### config.mk
export PLATFORM = sky130hd
export DESIGN_NAME = pipelined_lod_normalizer
export DESIGN_NICKNAME = d
export VERILOG_FILES = /design/src/rtl/pipelined_lod_normalizer.sv
export SDC_FILE = /design/constraint.sdc
export NUM_CORES = 1
export LEC_CHECK = 0
export CAP_MARGIN = 15
export CORE_ASPECT_RATIO = 0.9
export CORE_MARGIN = 4
export CORE_UTILIZATION = 35
export CTS_BUF_LIST = sky130_fd_sc_hd__clkbuf_16
export CTS_CLUSTER_SIZE = 40
export DETAILED_ROUTE_END_ITERATION = 8
export PLACE_DENSITY = 0.56
export SLEW_MARGIN = 20
export SYNTH_ARGS = -nofsm -noshare
export SYNTH_HDL_FRONTEND = slang
export SYNTH_SLANG_ARGS = --single-unit
### constraint.sdc
create_clock -name clk -period 2.97 [get_ports clk]
set_input_delay 0.7425 -clock clk [delete_from_list [all_inputs] [get_ports clk]]
set_output_delay 0.7425 -clock clk [all_outputs]
set_load 0.01 [all_outputs]
### src/rtl/pipelined_lod_normalizer.sv
// pipelined_lod_normalizer: two-stage leading-one normalizer with exponent clamp and valid/ready flow control
module pipelined_lod_normalizer #(
    parameter int WIDTH     = 8,
    parameter int EXP_WIDTH = 8,
    parameter int POS_WIDTH = $clog2(WIDTH)
) (
    input  logic                 clk,
    input  logic                 rst,
    input  logic                 in_valid,
    output logic                 in_ready,
    input  logic [WIDTH-1:0]     in_mant,
    input  logic [EXP_WIDTH-1:0] in_exp,
    output logic                 out_valid,
    input  logic                 out_ready,
    output logic [WIDTH-1:0]     out_mant,
    output logic [EXP_WIDTH-1:0] out_exp,
    output logic [POS_WIDTH-1:0] out_pos,
    output logic                 out_zero,
    output logic                 out_underflow
);
    // Common width for comparing the exponent against the requested shift
    localparam int CW = (EXP_WIDTH > POS_WIDTH) ? EXP_WIDTH : POS_WIDTH;

    logic                 s1_valid_q, s2_valid_q;
    logic [WIDTH-1:0]     s1_mant_q, s2_mant_q;
    logic [EXP_WIDTH-1:0] s1_exp_q, s2_exp_q;
    logic [POS_WIDTH-1:0] s1_pos_q, s2_pos_q;
    logic                 s1_zero_q, s2_zero_q, s2_uf_q;

    logic                 adv1, adv2;
    logic [POS_WIDTH-1:0] pos_d;
    logic                 zero_d;
    logic [CW-1:0]        exp_w, sh_req, sh;
    logic                 uf_d;
    logic [WIDTH-1:0]     mant_d;
    logic [EXP_WIDTH-1:0] exp_d;

    assign adv2     = !s2_valid_q || out_ready;
    assign adv1     = !s1_valid_q || adv2;
    assign in_ready = adv1;

    always_comb begin
        pos_d = '0;
        for (int i = 0; i < WIDTH; i++)
            if (in_mant[i]) pos_d = POS_WIDTH'(i);
        zero_d = ~|in_mant;
    end

    always_comb begin
        exp_w  = CW'(s1_exp_q);
        sh_req = CW'(WIDTH - 1) - CW'(s1_pos_q);
        uf_d   = !s1_zero_q && (exp_w < sh_req);
        sh     = uf_d ? exp_w : sh_req;
        mant_d = s1_mant_q << sh;
        exp_d  = (s1_zero_q || uf_d) ? '0 : EXP_WIDTH'(exp_w - sh_req);
    end

    always_ff @(posedge clk or posedge rst) begin
        if (rst) begin
            s1_valid_q <= 1'b0;
            s1_mant_q  <= '0;
            s1_exp_q   <= '0;
            s1_pos_q   <= '0;
            s1_zero_q  <= 1'b0;
            s2_valid_q <= 1'b0;
            s2_mant_q  <= '0;
            s2_exp_q   <= '0;
            s2_pos_q   <= '0;
            s2_zero_q  <= 1'b0;
            s2_uf_q    <= 1'b0;
        end else begin
            if (adv1) begin
                s1_valid_q <= in_valid;
                s1_mant_q  <= in_mant;
                s1_exp_q   <= in_exp;
                s1_pos_q   <= pos_d;
                s1_zero_q  <= zero_d;
            end
            if (adv2) begin
                s2_valid_q <= s1_valid_q;
                s2_mant_q  <= mant_d;
                s2_exp_q   <= exp_d;
                s2_pos_q   <= s1_pos_q;
                s2_zero_q  <= s1_zero_q;
                s2_uf_q    <= uf_d;
            end
        end
    end

    assign out_valid     = s2_valid_q;
    assign out_mant      = s2_mant_q;
    assign out_exp       = s2_exp_q;
    assign out_pos       = s2_pos_q;
    assign out_zero      = s2_zero_q;
    assign out_underflow = s2_uf_q;
endmodule

==> flow_summary.yaml <==
setup_path:
  cpPeakStageDelay_ns: 0.51
  crit_cells: 4
  cp_top_family: "buffers and inverters"
  critPathRequiredTime_ns: 2.23
  cp_max_fo: 2
  critPathArrivalTime_ns: 2.04
  setup.worst_path.start: "out_ready"
  r2r_cells: 10
  critPathLaunchType: "primary input"
  crit_chain: "clkdlybuf4s50_1 -> nor2b_1 -> nand2_1 -> clkdlybuf4s50_1"
  crit_type: "in2out"
  crit_buf_inv: 2
  crit_path_frequent_cell: "clkdlybuf4s50_1"
  slowest_stage: "clkdlybuf4s50_1"
  r2r-start: "s1_pos_q[0]"
  endpoint_kind: "output pin"
route:
  dr.pass1.iters: 4
  drt_iter0_markers: 164
  dr_total_vias: 1829
  wire_per_inst_um: 15.3
  drc: 0
  routed_wl_um: 5540
  viasPerCell: 5.04
  detail-route-antenna-nets: 0
yosys:
  yosysWarnings: 0
  yosysMostFrequentCell: "dfrtp_1"
  ys_top_cells_by_area: "dfrtp_1 (47%), mux2_2 (6.8%), nand2_1 (5.0%)"
  synth_top_cell_by_area: "dfrtp_1"
  yosys.area.top_type_share: 0.465
  syn_area_per_cell_um2: 10.3
  synth_common_cells: "dfrtp_1 (43), nand2_1 (31), o21ai_0 (22), mux2_2 (14), mux2i_1 (10)"
  synth_edf_count: 0
  ys_seq_area_frac: 0.465
  syn_nets: 249
  synth-seq-cells: 43
  synthArstFlopShare: 1.00
  ys_types: 47
  syn-cell-area_mm2: 0.00231
  syn_inst: 225
  ys.flop_type: "dfrtp_1"
clock_tree:
  postCtsHoldBufs: 0
  cts.clk_slew.worst_paths_ns: 0.06
  cts-root-buf: "clkbuf_16"
  cts_max_level: 2
  cts_buffers: 5
  cts_tree: "done"
  cts_sinks: 43
  clkLatencyLatePin_ns: 0.29
  cts_resized: 0
  postCtsSetupBuffers: 0
  clockBufferDepth: 2
timing:
  final-setup-viol-count: 0
  worst_slew_pin_slew_ns: 0.546
  slew_headroom: 0.636
  clock_skew_ns: 0.00643
  finalCriticalPeriod_ns: 2.79
  clock.fmax_ghz: 0.359
  finalHoldViolCount: 0
  grt_setup_unrepaired: "no"
  hold_slack_ns: 0.468
  drv_slew: 0
  fin_crit_sh: 0.939
  setup_tns_ns: 0
die:
  die-area_mm2: 0.00798
  io_pins: 43
  dieHeight_um: 85.1
  die_w_um: 93.7
  row_count: 27
  coreArea_mm2: 0.00628
  start_util: 0.368
grt:
  gr-total-overflow: 0
  grt_pass1_vias: 1816
  grt_max_degree: 44
  grt_pass1_wl_um: 9400
  grt.total_usage: 0.149
  grt_antenna_before_repair: 0
placement:
  dp_hpwl_um: 4120
  place_congestion: 0.816
  port_buffers: 42
worst_hold_path:
  hp-start: "out_pos[2]"
  hold_class: "reg2reg"
  holdPathStages: 2
layout:
  drive_gt1_frac: 0.159
  area_growth_pct: 31.9
  fill_cells: 631
  nets: 299
  n_antenna_cell: 0
flow_run:
  drv_cap: 0
power:
  p_leak_nw: 1.27
  power_density_mw_per_mm2: 603
  peakVddDrop_v: 0.000325
run_status:
  outcome: "complete, no violations"
registers in the layout (all words and copies together) (netlist names):
name and cells:
s1_zero_q 1, s1_mant_q 8, out_exp 8, out_underflow 1, out_mant 8, s1_pos_q 3, out_zero 1, exp_w 8
s1_valid_q 1, out_pos 3, out_valid 1
power by group:
group / switching, W / internal, W / leakage (nW)
Sequential: 0.0000647 / 0.000668 / 0.508
Clock: 0.000239 / 0.000401 / 0.0844
Combinational: 0.000216 / 0.000252 / 0.679
Total: 0.000520 / 0.00132 / 1.27
routing by layer:
| metal | routed length, µm | vias up | track usage | share of wire |
|---|---|---|---|---|
| met5 | 0 | - | 0 | 0 |
| met4 | 63 | 0 | 0.0354 | 0.011 |
| met3 | 329 | 5 | 0.0355 | 0.059 |
| met2 | 2350 | 49 | 0.219 | 0.42 |
| met1 | 2800 | 861 | 0.221 | 0.50 |
| li1 | - | 914 | - | - |
per-stage QoR:
stage / setup slack [ns] / utilization / cells / power, W / cell area, µm²
detailed placement: 0.198 / 0.458 / 355 / 0.00122 / 2880
CTS: 0.177 / 0.486 / 363 / 0.00186 / 3050
finish: 0.183 / 0.486 / 363 / 0.00184 / 3050
global placement: 0.171 / 0.458 / 355 / 0.00121 / 2880
floorplan: 0.420 / - / 225 / 0.000988 / 2310
global route: 0.0556 / 0.486 / 363 / 0.00194 / 3050
final cells by class:
type,instances,area (µm²),area share
sequential,43,1080,0.353
clock buffer,5,125,0.0410
multi-input combinational,162,1150,0.376
inverter,8,30.0,0.00984
timing repair buffer,55,518,0.170
clock inverter,3,47.5,0.0156
tap,87,109,0.0357
worst register-to-register path: cells and delay by family, from the launching register on:
kind,cells,cell delay [ns]
compound gates,2,0.25
fa+ha+maj,2,0.43
buf+inv,3,0.57
flops,1,0.44
mux,1,0.47
simple gates,2,0.44
cells by family (layout without fill, tap and decap cells):
group / after synthesis / in the layout / synth area share
and+or+nand+nor: 73 / 73 / 0.160
AOI/OAI and AO/OA: 53 / 53 / 0.157
DFF: 43 / 43 / 0.465
muxes: 26 / 26 / 0.131
buffers and inverters: 20 / 71 / 0.0395
xor gates and xnor gates: 6 / 6 / 0.0227
adders and majority gates: 4 / 4 / 0.0249
cells in the final DEF (no fill, tap or decap), types with 2 or more instances in the layout:
| master | count |
|---|---|
| ha_1 | 3 |
| clkdlybuf4s50_1 | 42 |
| mux2i_1 | 10 |
| clkbuf_16 | 5 |
| nor2b_1 | 5 |
| o41ai_1 | 2 |
| and3_1 | 3 |
| a31oi_1 | 3 |
| xnor2_1 | 5 |
| mux4_2 | 2 |
| nand2b_1 | 4 |
| or4_4 | 2 |
| o21ai_0 | 22 |
| o41ai_2 | 2 |
| inv_1 | 8 |
| buf_4 | 13 |
| nor4_1 | 4 |
| nor2_1 | 7 |
| mux2_2 | 14 |
| nand2_1 | 31 |
| nand3_1 | 4 |
| o211ai_1 | 4 |
| dfrtp_1 | 43 |
| o31ai_1 | 3 |
| a21oi_1 | 6 |
| nor3_1 | 6 |
worst paths after layout:
kind | slack [ns] | endpoint
worst max-delay path | 0.18 | in_ready
worst min-delay path | 0.47 | out_pos[2]
worst max register to register | 0.29 | out_mant[4]
worst min register to register | 0.47 | out_pos[2]
max in group asynchronous | 1.70 | s1_mant_q[0]
min in group asynchronous | 0.89 | out_exp[3]
Note: power is estimated with default switching activity, not from simulation.
